## src/rtl/periph_bus_arbiter_if.sv

```systemverilog
// Two-master peripheral register bus: master request/response signals plus the
// single arbitrated peripheral port.
interface periph_bus_arbiter_if #(
  parameter int unsigned ADDR_W = 32,
  parameter int unsigned DATA_W = 32
);
  logic              m0_req,   m1_req;
  logic              m0_wr,    m1_wr;
  logic              m0_lock,  m1_lock;
  logic [ADDR_W-1:0] m0_addr,  m1_addr;
  logic [DATA_W-1:0] m0_wdata, m1_wdata;
  logic              m0_gnt,   m1_gnt;
  logic              m0_done,  m1_done;
  logic [DATA_W-1:0] m0_rdata, m1_rdata;
  logic              p_rd,     p_wr;
  logic [ADDR_W-1:0] p_addr;
  logic [DATA_W-1:0] p_wdata;
  logic [DATA_W-1:0] p_rdata;

  // Arbiter side
  modport slave (
    input  m0_req, m1_req, m0_wr, m1_wr, m0_lock, m1_lock,
           m0_addr, m1_addr, m0_wdata, m1_wdata, p_rdata,
    output m0_gnt, m1_gnt, m0_done, m1_done, m0_rdata, m1_rdata,
           p_rd, p_wr, p_addr, p_wdata
  );

  // Requesters plus peripheral side
  modport master (
    output m0_req, m1_req, m0_wr, m1_wr, m0_lock, m1_lock,
           m0_addr, m1_addr, m0_wdata, m1_wdata, p_rdata,
    input  m0_gnt, m1_gnt, m0_done, m1_done, m0_rdata, m1_rdata,
           p_rd, p_wr, p_addr, p_wdata
  );
endinterface

```

## src/rtl/periph_bus_arbiter.sv

```systemverilog
// Round-robin two-master arbiter for the peripheral register bus with a
// bounded bus lock; one transaction outstanding, registered gnt/done/rdata.
module periph_bus_arbiter #(
  parameter int unsigned ADDR_W   = 32,
  parameter int unsigned DATA_W   = 32,
  parameter int unsigned LOCK_MAX = 4
) (
  input logic            clk,
  input logic            reset,
  periph_bus_arbiter_if.slave bus
);

  localparam int unsigned CNT_W = $clog2(LOCK_MAX + 1);

  typedef enum logic {IDLE, XFER} state_t;

  state_t             state;
  logic               last_winner;  // 0 = m0, 1 = m1; also the current owner during XFER
  logic               cmd_lock;
  logic [CNT_W-1:0]   lock_cnt;

  logic arb_valid_c;
  logic arb_win_c;
  logic owner_req_c;
  logic other_req_c;
  logic locked_grant_c;

  // Winner selection: a held lock beats round-robin until the counter hits its bound
  always_comb begin
    arb_valid_c = bus.m0_req | bus.m1_req;
    owner_req_c = last_winner ? bus.m1_req : bus.m0_req;
    other_req_c = last_winner ? bus.m0_req : bus.m1_req;
    arb_win_c   = bus.m1_req;
    if (cmd_lock && owner_req_c) begin
      if (other_req_c && (lock_cnt == CNT_W'(LOCK_MAX)))
        arb_win_c = ~last_winner;
      else
        arb_win_c = last_winner;
    end else if (bus.m0_req && bus.m1_req) begin
      arb_win_c = ~last_winner;
    end
    locked_grant_c = cmd_lock && owner_req_c && (arb_win_c == last_winner);
  end

  always_ff @(posedge clk or negedge reset) begin
    if (!reset) begin
      state        <= IDLE;
      last_winner  <= 1'b1;
      cmd_lock     <= 1'b0;
      lock_cnt     <= '0;
      bus.m0_gnt   <= 1'b0;
      bus.m1_gnt   <= 1'b0;
      bus.m0_done  <= 1'b0;
      bus.m1_done  <= 1'b0;
      bus.m0_rdata <= DATA_W'(0);
      bus.m1_rdata <= DATA_W'(0);
      bus.p_rd     <= 1'b0;
      bus.p_wr     <= 1'b0;
      bus.p_addr   <= ADDR_W'(0);
      bus.p_wdata  <= DATA_W'(0);
    end else begin
      bus.m0_gnt  <= 1'b0;
      bus.m1_gnt  <= 1'b0;
      bus.m0_done <= 1'b0;
      bus.m1_done <= 1'b0;
      case (state)
        IDLE: begin
          if (arb_valid_c) begin
            state       <= XFER;
            last_winner <= arb_win_c;
            cmd_lock    <= arb_win_c ? bus.m1_lock : bus.m0_lock;
            if (!locked_grant_c)
              lock_cnt <= '0;
            else if (lock_cnt != CNT_W'(LOCK_MAX))
              lock_cnt <= lock_cnt + CNT_W'(1);
            bus.m0_gnt  <= ~arb_win_c;
            bus.m1_gnt  <= arb_win_c;
            bus.p_wr    <= arb_win_c ? bus.m1_wr : bus.m0_wr;
            bus.p_rd    <= arb_win_c ? ~bus.m1_wr : ~bus.m0_wr;
            bus.p_addr  <= arb_win_c ? bus.m1_addr : bus.m0_addr;
            bus.p_wdata <= arb_win_c ? bus.m1_wdata : bus.m0_wdata;
          end
        end
        XFER: begin
          state       <= IDLE;
          bus.p_rd    <= 1'b0;
          bus.p_wr    <= 1'b0;
          bus.p_addr  <= ADDR_W'(0);
          bus.p_wdata <= DATA_W'(0);
          bus.m0_done <= ~last_winner;
          bus.m1_done <= last_winner;
          // Read data lands only for reads; writes leave the holding register alone
          if (bus.p_rd) begin
            if (last_winner) bus.m1_rdata <= bus.p_rdata;
            else             bus.m0_rdata <= bus.p_rdata;
          end
        end
        default: state <= IDLE;
      endcase
    end
  end

endmodule

```

## src/flat_wrapper.sv

```systemverilog
// flat-port wrapper written by rule: the top's interface ports become plain ports
module periph_bus_arbiter_flat 
#(
  parameter int unsigned ADDR_W   = 32,
  parameter int unsigned DATA_W   = 32,
  parameter int unsigned LOCK_MAX = 4
)
  (clk, reset, bus_m0_req, bus_m1_req, bus_m0_wr, bus_m1_wr, bus_m0_lock, bus_m1_lock, bus_m0_addr, bus_m1_addr, bus_m0_wdata, bus_m1_wdata, bus_p_rdata, bus_m0_gnt, bus_m1_gnt, bus_m0_done, bus_m1_done, bus_m0_rdata, bus_m1_rdata, bus_p_rd, bus_p_wr, bus_p_addr, bus_p_wdata);
  periph_bus_arbiter_if #(.ADDR_W(ADDR_W), .DATA_W(DATA_W)) bus_i ();
  input logic clk;
  input logic reset;
  input wire logic [$bits(bus_i.m0_req)-1:0] bus_m0_req;
  input wire logic [$bits(bus_i.m1_req)-1:0] bus_m1_req;
  input wire logic [$bits(bus_i.m0_wr)-1:0] bus_m0_wr;
  input wire logic [$bits(bus_i.m1_wr)-1:0] bus_m1_wr;
  input wire logic [$bits(bus_i.m0_lock)-1:0] bus_m0_lock;
  input wire logic [$bits(bus_i.m1_lock)-1:0] bus_m1_lock;
  input wire logic [$bits(bus_i.m0_addr)-1:0] bus_m0_addr;
  input wire logic [$bits(bus_i.m1_addr)-1:0] bus_m1_addr;
  input wire logic [$bits(bus_i.m0_wdata)-1:0] bus_m0_wdata;
  input wire logic [$bits(bus_i.m1_wdata)-1:0] bus_m1_wdata;
  input wire logic [$bits(bus_i.p_rdata)-1:0] bus_p_rdata;
  output wire logic [$bits(bus_i.m0_gnt)-1:0] bus_m0_gnt;
  output wire logic [$bits(bus_i.m1_gnt)-1:0] bus_m1_gnt;
  output wire logic [$bits(bus_i.m0_done)-1:0] bus_m0_done;
  output wire logic [$bits(bus_i.m1_done)-1:0] bus_m1_done;
  output wire logic [$bits(bus_i.m0_rdata)-1:0] bus_m0_rdata;
  output wire logic [$bits(bus_i.m1_rdata)-1:0] bus_m1_rdata;
  output wire logic [$bits(bus_i.p_rd)-1:0] bus_p_rd;
  output wire logic [$bits(bus_i.p_wr)-1:0] bus_p_wr;
  output wire logic [$bits(bus_i.p_addr)-1:0] bus_p_addr;
  output wire logic [$bits(bus_i.p_wdata)-1:0] bus_p_wdata;
  assign bus_i.m0_req = bus_m0_req;
  assign bus_i.m1_req = bus_m1_req;
  assign bus_i.m0_wr = bus_m0_wr;
  assign bus_i.m1_wr = bus_m1_wr;
  assign bus_i.m0_lock = bus_m0_lock;
  assign bus_i.m1_lock = bus_m1_lock;
  assign bus_i.m0_addr = bus_m0_addr;
  assign bus_i.m1_addr = bus_m1_addr;
  assign bus_i.m0_wdata = bus_m0_wdata;
  assign bus_i.m1_wdata = bus_m1_wdata;
  assign bus_i.p_rdata = bus_p_rdata;
  assign bus_m0_gnt = bus_i.m0_gnt;
  assign bus_m1_gnt = bus_i.m1_gnt;
  assign bus_m0_done = bus_i.m0_done;
  assign bus_m1_done = bus_i.m1_done;
  assign bus_m0_rdata = bus_i.m0_rdata;
  assign bus_m1_rdata = bus_i.m1_rdata;
  assign bus_p_rd = bus_i.p_rd;
  assign bus_p_wr = bus_i.p_wr;
  assign bus_p_addr = bus_i.p_addr;
  assign bus_p_wdata = bus_i.p_wdata;
  periph_bus_arbiter #(.ADDR_W(ADDR_W), .DATA_W(DATA_W), .LOCK_MAX(LOCK_MAX)) u_core (.clk(clk), .reset(reset), .bus(bus_i));
endmodule
```

## config.mk

```make
export PLATFORM = sky130hd
export DESIGN_NAME = periph_bus_arbiter_flat
export DESIGN_NICKNAME = d
export VERILOG_FILES = /design/src/rtl/periph_bus_arbiter_if.sv /design/src/rtl/periph_bus_arbiter.sv /design/src/flat_wrapper.sv
export SDC_FILE = /design/constraint.sdc
export NUM_CORES = 1
export LEC_CHECK = 0
export BUFFER_PORTS_ARGS = -buffer_cell sky130_fd_sc_hd__buf_2
export CAP_MARGIN = 15
export CELL_PAD_IN_SITES_DETAIL_PLACEMENT = 2
export CELL_PAD_IN_SITES_GLOBAL_PLACEMENT = 2
export CORE_MARGIN = 2
export CORE_UTILIZATION = 28
export DETAILED_ROUTE_END_ITERATION = 10
export PLACE_DENSITY_LB_ADDON = 0.1
export SYNTH_ARGS = -nofsm -noshare
export SYNTH_HDL_FRONTEND = slang
export SYNTH_SLANG_ARGS = --single-unit
```

## constraint.sdc

```tcl
create_clock -name clk -period 2.69 [get_ports clk]
set_input_delay 0.807 -clock clk [delete_from_list [all_inputs] [get_ports clk]]
set_output_delay 0.807 -clock clk [all_outputs]
set_load 0.02 [all_outputs]
```

==> results of run 1 <==
-- layer usage --
layer	vias to the layer above	track usage
met4	0	0.05769
li1	2113	-
met2	155	0.3385
met1	2380	0.2201
met3	21	0.04006
met5	-	0
-- placed cells by master, fill, tap and decap left out, types with 5 or more instances in the layout --
master / count
buf_2: 300
dfrtp_1: 139
and2_1: 67
a221o_1: 66
mux2_2: 64
clkbuf_16: 17
buf_4: 7
nor2_1: 6
nand2_1: 5
bufinv_16: 5
-- worst max-delay path: stages, from the launching register on --
cell and delay (ns):
dfrtp_1 0.41, inv_1 0.06, ha_1 0.28, a21boi_2 0.25, mux2i_2 0.36, nor3b_4 0.09
buf_4 0.23, a221o_1 0.38
-- through the flow --
| stage | setup WS (ns) | util | hold WS (ns) |
|---|---|---|---|
| 5_1_grt | 0.3502 | 0.4078 | 0.3223 |
| 6_report | 0.4996 | 0.4078 | 0.3082 |
| 4_1_cts | 0.4856 | 0.4076 | 0.3165 |
| 3_3_place_gp | 0.5501 | 0.3748 | 0.4824 |
| 3_5_place_dp | 0.4490 | 0.3748 | 0.4880 |
| 2_1_floorplan | 0.7112 | - | 0.4913 |
-- cells by family after synthesis --
| family | Yosys count | share of synthesized area |
|---|---|---|
| flip-flops | 140 | 0.6124 |
| AND/OR/NAND/NOR | 88 | 0.09226 |
| AO/OA/AOI/OAI | 78 | 0.1318 |
| multiplexers | 66 | 0.1301 |
| buffers and inverters | 33 | 0.02755 |
| adder cells (fa/ha/maj) | 2 | 0.004372 |
| XOR/XNOR | 1 | 0.001531 |
-- worst paths after layout --
check                                                 endpoint  slack [ns]  cells after the start
max                          u_core.bus.p_wdata[1]$_DFFE_PN0P_        0.50                      7
min in group clk           u_core.bus.m1_rdata[18]$_DFFE_PN0P_        0.50                      1
max reg2reg                  u_core.bus.p_wdata[1]$_DFFE_PN0P_        0.50                      7
max in group asynchronous    u_core.bus.p_wdata[4]$_DFFE_PN0P_        1.72                      2
min                           u_core.bus.p_addr[3]$_DFFE_PN0P_        0.31                      1
min reg2reg                u_core.bus.m1_rdata[18]$_DFFE_PN0P_        0.50                      1
-- cells in the mapped netlist, types with 2 or more instances --
master,n
a21oi_1,3
a221o_1,66
a22o_1,2
and2_1,67
buf_1,4
buf_2,9
buf_4,2
buf_6,2
clkbuf_1,13
dfrtp_1,139
ha_1,2
inv_1,3
mux2_2,64
nand2_1,5
nand2b_1,2
nor2_1,6
nor2b_1,2
-- report_power, final --
| part | total [mW] | internal (mW) | switching (mW) | leakage, nW |
|---|---|---|---|---|
| sequential | 3.15 | 2.80 | 0.350 | 1.73 |
| combinational | 2.82 | 1.15 | 1.68 | 2.12 |
| clock | 2.66 | 1.67 | 0.985 | 0.320 |
-- state kept, by name, summed over array words and instances, names as in the netlist --
register             count
u_core.bus.p_addr       32
u_core.state             1
u_core.bus.p_wr          1
u_core.bus.p_wdata      32
u_core.bus.p_rd          1
u_core.bus.m0_gnt        1
u_core.bus.m0_done       1
u_core.cmd_lock          1
u_core.lock_cnt          3
u_core.bus.m0_rdata     32
u_core.bus.m1_done       1
u_core.bus.m1_rdata     32
u_core.last_winner       1
u_core.bus.m1_gnt        1
-- final cells by class --
class,count,area share
Antenna cell,2,0.0006085
Clock buffer,18,0.05218
Clock inverter,14,0.02829
Inverter,3,0.001369
Multi-Input combinational cell,235,0.2528
Sequential cell,140,0.4261
Tap cell,270,0.04107
Timing Repair Buffer,311,0.1976
==> impl_metrics.py, run 1 <==
metrics = {
    "yosys": {
        "synth_area_mm2": 0.005723,
        "yosys.area.top_type_share": 0.6078,
        "synthTopCellsByArea": "dfrtp_1 (61%), mux2_2 (13%), a221o_1 (12%), and2_1 (7.3%), clkbuf_1 (0.85%)",
        "synth_edf_count": 0,
        "synth-seq-cells": 140,
        "avgSynthCellArea_um2": 14.03,
        "yosysSeqAreaShare": 0.6124,
        "synth_ff_type": "dfrtp_1",
        "synthCells": 408,
        "synth_async_sr_flop_share": 1.000,
        "synthDistinctLibCells": 34,
        "yosysTopAreaCell": "dfrtp_1",
        "ys_warn_count": 0,
        "syn_nets": 578,
    },
    "floorplanning": {
        "die_area_mm2": 0.02160,
        "pin_count": 302,
        "row_count": 52,
        "core_mm2": 0.02017,
        "fp.dieW_um": 147.0,
        "start_util": 0.2837,
        "die_h_um": 147.0,
    },
    "cells_and_area": {
        "final_layout_size_suffix_gt1_frac": 0.5742,
        "layout.area.seq_mm2": 0.003505,
        "nets": 878,
        "multi_input_area_mm2": 0.002079,
        "instances_no_fill": 993,
        "synthToLayoutAreaGrowth_pct": 43.73,
        "fin_area_mm2": 0.008225,
        "nFillCells": 2130,
    },
    "placement": {
        "dp_hpwl_um": 14300,
        "portBuffers": 301,
        "place_inst": 959,
        "gp_congestion": 0.7916,
        "place_area_mm2": 0.007559,
    },
    "setup_path": {
        "crit-reg2reg-launch": "u_core.lock_cnt[0]$_DFFE_PN0P_",
        "crit_path_start_kind": "register",
        "cp_max_fo": 23,
        "cp.required_ns": 2.98,
        "crit_arrival_ns": 2.48,
        "worstSetupStartpoint": "u_core.lock_cnt[0]$_DFFE_PN0P_",
        "endpoint_kind": "register",
        "crit_type": "register to register",
    },
    "routing": {
        "wl_met2_um": 10570,
        "drt_pre_antenna_iters": 4,
        "drt-total-wl_um": 19720,
        "antenna_left": 0,
        "wl_met3_um": 917,
        "dr.max_layer_used": "met4",
        "num_vias": 4669,
        "viasPerCell": 4.702,
        "initialDrtViolationCount": 180,
        "drt-met1-wl_um": 7953,
        "wire_per_inst_um": 19.85,
        "drc": 0,
    },
    "timing": {
        "fin_crit_ns": 2.190,
        "relSlewSlack": 0.6498,
        "fin_worst_skew_ns": 0.008902,
        "rsz0062_at_grt": "false",
        "hold_viol_final": 0,
        "timing.final.crit_share": 0.8143,
        "setup_viol_count_final": 0,
        "maxSlewViolCount": 0,
        "max_freq_mhz": 456.5,
        "max_slew.worst_pin.slew_ns": 0.5253,
        "setup_tns_ns": 0,
    },
    "job": {
        "max_cap_viol_count": 0,
    },
    "hold_path": {
        "min_path_type": "input pin to async pin",
    },
    "grt": {
        "grt_usage": 0.1862,
        "antenna_found_initial": 2,
        "grt_overflow_total": 0,
        "grt_pass1_wl_um": 31230,
        "first_global_vias": 5393,
        "grt_max_degree": 51,
    },
    "outcome": {
        "status": "finished, final reports clean",
    },
    "cts": {
        "postCtsSetupBuffers": 0,
        "cts_tree": "yes",
        "cts_resized": 0,
        "clock-root-buffer": "clkbuf_16",
        "htreeDepth": 4,
        "cts_sinks": 140,
        "clk_pin_slew_ns": 0.06,
        "cts-buffers-inserted": 17,
        "clkLatencyLatePin_ns": 0.42,
        "clockBufferDepth": 2,
        "postCtsHoldBufs": 0,
    },
    "pwr": {
        "p_leak_nw": 4.167,
        "power_density_mw_per_mm2": 1049,
        "peakVddDrop_v": 0.0004066,
        "finalPower_mw": 8.628,
    },
}
No activity file was read; power rests on OpenSTA's default activity.
==> inputs of run 2 (changes only) <==
--- a/config.mk
+++ b/config.mk
@@ -10,7 +10,7 @@
 export CELL_PAD_IN_SITES_DETAIL_PLACEMENT = 2
 export CELL_PAD_IN_SITES_GLOBAL_PLACEMENT = 2
 export CORE_MARGIN = 2
-export CORE_UTILIZATION = 28
+export CORE_UTILIZATION = 25
 export DETAILED_ROUTE_END_ITERATION = 10
 export PLACE_DENSITY_LB_ADDON = 0.1
 export SYNTH_ARGS = -nofsm -noshare
==> constraint.sdc (replaced) <==
create_clock -name clk -period 2 [get_ports clk]
set_input_delay 0.6 -clock clk [delete_from_list [all_inputs] [get_ports clk]]
set_output_delay 0.6 -clock clk [all_outputs]
set_load 0.02 [all_outputs]
==> run 2 against run 1 <==
Net effect: first-iteration DRC count shrank 24%; global-route usage down 1.8 points; clock power is 28% higher; sequential power rose by 34%; via count is 3.0% higher; critical path depth up 1; sequential cell count did not move; combinational power grew 42%; critical path type unchanged; largest power group unchanged.
==> impl_metrics.py, run 2 (synthesis gave the netlist of run 1 again) <==
metrics = {
    "outcome": {
        "status": "finished, final reports clean",
    },
    "grt": {
        "grt_pass1_wl_um": 31190,
        "first_global_vias": 5414,
        "grt_overflow_total": 0,
        "grt_usage": 0.1683,
        "antenna_found_initial": 2,
        "grt_max_degree": 47,
    },
    "job": {
        "max_cap_viol_count": 0,
    },
    "setup_path": {
        "critical_path.cell_chain": "inv_2 -> ha_4 -> a21boi_4 -> mux2i_2 -> nor3b_4 -> buf_12 -> clkbuf_16 -> a221o_1",
        "crit_path_start_kind": "register",
        "crit_type": "register to register",
        "crit_arrival_ns": 2.25,
        "rrSetupSlack_ns": 0.04,
        "path_buf_inv": 3,
        "cp_max_fo": 11,
        "endpoint_kind": "register",
        "slowest_delay_ns": 0.39,
        "crit-reg2reg-launch": "u_core.lock_cnt[1]$_DFFE_PN0P_",
        "crit_slowest_cell": "dfrtp_1",
        "critical_path.top_delay_family": "compound AO/OA/AOI/OAI gates",
        "r2r_cells": 8,
        "timing.rr.end": "u_core.bus.p_wdata[13]$_DFFE_PN0P_",
        "cp.required_ns": 2.29,
    },
    "cells_and_area": {
        "fin_area_mm2": 0.008499,
        "final_layout_size_suffix_gt1_frac": 0.5900,
        "nets": 896,
        "final_common_cell": "buf_2",
        "final_cell_mix": "buf_2 (300), dfrtp_1 (139), and2_1 (67)",
        "synthToLayoutAreaGrowth_pct": 48.51,
    },
    "cts": {
        "clock-root-buffer": "clkbuf_16",
        "cts_tree": "yes",
        "clk_pin_slew_ns": 0.07,
        "clkLatencyLatePin_ns": 0.42,
        "cts-buffers-inserted": 17,
        "htreeDepth": 4,
        "cts_sinks": 140,
        "clockBufferDepth": 2,
    },
    "timing": {
        "fin_worst_skew_ns": 0.01004,
        "setup_viol_count_final": 0,
        "hold_viol_final": 0,
        "max_slew.worst_pin.slew_ns": 0.4213,
        "maxSlewViolCount": 0,
        "fin_crit_ns": 1.956,
        "timing.final.crit_share": 0.9782,
        "relSlewSlack": 0.7192,
        "setup_ws_ns": 0.04359,
        "max_freq_mhz": 511.1,
    },
    "routing": {
        "initialDrtViolationCount": 136,
        "antenna_left": 0,
        "num_vias": 4809,
        "drt_pre_antenna_iters": 4,
        "wire_per_inst_um": 20.46,
        "drt-total-wl_um": 20970,
        "drc": 0,
        "viasPerCell": 4.692,
    },
    "placement": {
        "gp_congestion": 0.7148,
        "dp_slack_ns": -0.006550,
        "place_area_mm2": 0.007727,
        "portBuffers": 301,
        "dp_hpwl_um": 15140,
    },
    "hold_path": {
        "min_path_type": "input pin to async pin",
    },
    "floorplanning": {
        "start_util": 0.2535,
        "row_count": 55,
        "die_h_um": 155.3,
        "die_area_mm2": 0.02412,
        "core_mm2": 0.02257,
        "fp.dieW_um": 155.3,
        "pin_count": 302,
    },
    "pwr": {
        "power_density_mw_per_mm2": 1369,
        "p_leak_nw": 4.294,
        "peakVddDrop_v": 0.0004665,
    },
}
## run 2: cell count changes in the layout (fill, tap and decap cells not counted), sizes merged
cell	previous run	this run
bufinv	5	3
buf	311	327
diode	2	1
clkinv	2	3
clkbuf	18	21
## run 2: per-layer routing
| layer | wire length [µm] | GRT usage | vias to the layer above |
|---|---|---|---|
| met1 | 8578 | 0.1978 | 2429 |
| met4 | 243 | 0.04456 | 2 |
| met2 | 10320 | 0.2893 | 215 |
| li1 | - | - | 2144 |
| met3 | 1822 | 0.06407 | 19 |
| met5 | 13 | 0 | - |
## run 2: timing repair
item	4_1_cts	5_1_grt
pin swaps	0	14
hold buffers	0	0
endpoints found under the setup margin	10	67
setup buffers	1	3
gates cloned	0	3
resized for setup	0	8
## run 2: worst max-delay path by stage
stage / startpoint / end / depth (start not counted)
finish: u_core.lock_cnt[1]$_DFFE_PN0P_ / u_core.bus.p_wdata[13]$_DFFE_PN0P_ / 8
global route: u_core.lock_cnt[1]$_DFFE_PN0P_ / u_core.bus.p_addr[5]$_DFFE_PN0P_ / 8
CTS: u_core.lock_cnt[1]$_DFFE_PN0P_ / u_core.bus.p_addr[10]$_DFFE_PN0P_ / 7
detailed placement: u_core.lock_cnt[1]$_DFFE_PN0P_ / u_core.bus.p_addr[10]$_DFFE_PN0P_ / 7
global placement: u_core.lock_cnt[1]$_DFFE_PN0P_ / u_core.bus.p_addr[21]$_DFFE_PN0P_ / 7
floorplan: u_core.lock_cnt[0]$_DFFE_PN0P_ / u_core.bus.p_addr[16]$_DFFE_PN0P_ / 8
## run 2: power by group
group	total [mW]	switching [mW]	internal [mW]
clock network	3.40	1.33	2.07
registers	4.23	0.466	3.76
logic	4.01	2.33	1.69
## run 2: area by class of cell
class / count / area, µm²
diodes: 1 / 2.502
repair buffers: 329 / 1887
flip-flops and latches: 140 / 3505
fillers: 2418 / 14070
clock buffers: 19 / 452.9
well taps: 285 / 356.6
clock inverters: 13 / 178.9
multi-input cells: 235 / 2106
inverters: 3 / 11.26
## run 2: stage by stage
stage / utilization / power (mW) / instances / TNS, ns / hold slack (ns)
global placement: 0.3424 / 8.075 / 985 / 0 / 0.4818
finish: 0.3766 / 11.63 / 1025 / 0 / 0.09053
global route: 0.3764 / 12.30 / 1024 / -0.02173 / 0.1038
CTS: 0.3707 / 11.72 / 1018 / 0 / 0.1006
detailed placement: 0.3424 / 8.240 / 985 / -0.02162 / 0.4890
floorplan: - / 6.520 / 408 / 0 / 0.3044
==> inputs of run 3 (changes only) <==
--- a/config.mk
+++ b/config.mk
@@ -12,7 +12,9 @@
 export CORE_MARGIN = 2
 export CORE_UTILIZATION = 25
 export DETAILED_ROUTE_END_ITERATION = 10
+export HOLD_SLACK_MARGIN = 0.02
 export PLACE_DENSITY_LB_ADDON = 0.1
+export RECOVER_POWER = 100
 export SYNTH_ARGS = -nofsm -noshare
 export SYNTH_HDL_FRONTEND = slang
 export SYNTH_SLANG_ARGS = --single-unit
==> run 3 against run 2 <==
Net effect: sequential share of layout area increased by 1.3 points; largest power group unchanged; global-route usage unchanged; power decreased by 2.1%; critical endpoint is now u_core.bus.p_addr[1]$_DFFE_PN0P_; hold slack improved by 0.24 ns; largest cell class unchanged.
==> impl_metrics.py, run 3 (synthesis gave the netlist of run 1 again) <==
metrics = {
    "grt": {
        "first_global_vias": 5414,
        "grt_pass1_wl_um": 31190,
        "grt_overflow_total": 0,
        "grt_max_degree": 47,
        "grt_usage": 0.1683,
        "antenna_found_initial": 2,
    },
    "pwr": {
        "power_density_mw_per_mm2": 1381,
        "peakVddDrop_v": 0.0004682,
        "p_leak_nw": 3.819,
        "finalPower_mw": 11.39,
    },
    "setup_path": {
        "crit_arrival_ns": 2.25,
        "crit-reg2reg-launch": "u_core.lock_cnt[1]$_DFFE_PN0P_",
        "crit_type": "register to register",
        "worstSetupStartpoint": "u_core.lock_cnt[1]$_DFFE_PN0P_",
        "cp_max_fo": 22,
        "path_buf_inv": 3,
        "r2r_cells": 8,
        "cp.required_ns": 2.29,
        "crit_top_cell": "buf_12",
        "critical_path.cell_chain": "inv_2 -> ha_4 -> a21boi_4 -> mux2i_2 -> nor3b_4 -> buf_12 -> buf_12 -> a221o_1",
        "critical_path.top_delay_family": "compound AO/OA/AOI/OAI gates",
        "cp.depth": 8,
        "slowest_delay_ns": 0.39,
        "crit_path_start_kind": "register",
        "endpoint_kind": "register",
        "crit_slowest_cell": "dfrtp_1",
    },
    "cts": {
        "clockBufferDepth": 2,
        "clock-root-buffer": "clkbuf_16",
        "cts_sinks": 140,
        "cts-buffers-inserted": 17,
        "postCtsHoldBufs": 0,
        "clk_pin_slew_ns": 0.07,
        "cts_tree": "yes",
        "htreeDepth": 4,
        "clkLatencyLatePin_ns": 0.42,
    },
    "cells_and_area": {
        "nFillCells": 2491,
        "synthToLayoutAreaGrowth_pct": 44.14,
        "multi_input_area_mm2": 0.002106,
        "fin_util": 0.3655,
        "nets": 896,
        "final_common_cell": "buf_2",
        "final_cell_mix": "buf_2 (166), clkbuf_1 (139), dfrtp_1 (139)",
        "layout.area.seq_mm2": 0.003505,
        "instances_no_fill": 1025,
        "final_layout_size_suffix_gt1_frac": 0.4019,
        "fin_area_mm2": 0.008249,
    },
    "timing": {
        "setup_tns_ns": 0,
        "worst_hold_slack_ns": 0.3286,
        "fin_worst_skew_ns": 0.01057,
        "timing.final.crit_share": 0.9775,
        "max_freq_mhz": 511.5,
        "fin_crit_ns": 1.955,
        "relSlewSlack": 0.3448,
        "max_slew.worst_pin.slew_ns": 0.9828,
        "maxSlewViolCount": 0,
        "setup_ws_ns": 0.04501,
        "setup_viol_count_final": 0,
        "hold_viol_final": 0,
    },
    "floorplanning": {
        "die_area_mm2": 0.02412,
        "start_util": 0.2535,
        "die_h_um": 155.3,
        "row_count": 55,
        "core_mm2": 0.02257,
        "fp.dieW_um": 155.3,
        "pin_count": 302,
    },
    "routing": {
        "drt-total-wl_um": 20980,
        "viasPerCell": 4.688,
        "dr.max_layer_used": "met5",
        "wl_met3_um": 1785,
        "drt_pre_antenna_iters": 4,
        "initialDrtViolationCount": 146,
        "antenna_left": 0,
        "drc": 0,
        "wire_per_inst_um": 20.46,
        "num_vias": 4805,
        "drt-met1-wl_um": 8535,
        "wl_met2_um": 10400,
    },
    "hold_path": {
        "min_path_type": "input pin to async pin",
    },
    "placement": {
        "place_area_mm2": 0.007727,
        "dp_slack_ns": -0.006550,
        "gp_congestion": 0.7148,
        "portBuffers": 301,
        "dp_hpwl_um": 15140,
        "place_inst": 985,
    },
    "outcome": {
        "status": "finished, final reports clean",
    },
    "job": {
        "max_cap_viol_count": 0,
    },
}
## run 3: final timing paths
| kind | endpoint | slack (ns) |
|---|---|---|
| min in group clk | u_core.bus.p_addr[23]$_DFFE_PN0P_ | 0.41 |
| setup / recovery | u_core.bus.p_addr[1]$_DFFE_PN0P_ | 0.05 |
| hold reg to reg | u_core.bus.m1_rdata[2]$_DFFE_PN0P_ | 0.50 |
| setup reg to reg | u_core.bus.p_addr[1]$_DFFE_PN0P_ | 0.05 |
| hold / removal | u_core.bus.m1_rdata[5]$_DFFE_PN0P_ | 0.33 |
| max in group asynchronous | u_core.bus.m1_rdata[18]$_DFFE_PN0P_ | 0.38 |
## run 3: where the power goes
| group | switching (mW) | internal [mW] | total, mW |
|---|---|---|---|
| registers | 0.496 | 3.76 | 4.26 |
| clock network | 1.33 | 2.07 | 3.40 |
| logic | 2.33 | 1.40 | 3.74 |
## run 3: layout make-up
| cell class | instances | area share |
|---|---|---|
| Sequential cell | 140 | 0.4248 |
| Multi-Input combinational cell | 235 | 0.2553 |
| Timing Repair Buffer | 329 | 0.1984 |
| Clock buffer | 19 | 0.05491 |
| Tap cell | 285 | 0.04323 |
| Clock inverter | 13 | 0.02169 |
| Inverter | 3 | 0.001365 |
| Antenna cell | 1 | 0.0003034 |
## run 3: worst register-to-register path: stages, from the launching register on
cell and delay [ns]:
dfrtp_1 0.39, inv_2 0.06, ha_4 0.17, a21boi_4 0.16
mux2i_2 0.30, nor3b_4 0.08, buf_12 0.16, buf_12 0.15
a221o_1 0.37
## run 3: what timing repair did
action | 4_1_cts | 5_1_grt
pin swaps | 0 | 14
setup buffers | 1 | 3
setup endpoints to repair | 10 | 67
gates cloned | 0 | 3
gates resized for setup | 0 | 8
## run 3: routing by layer
metal / global-route usage / up-vias
li1: - / 2141
met1: 0.1978 / 2434
met2: 0.2893 / 209
met3: 0.06407 / 19
met4: 0.04456 / 2
met5: 0 / -
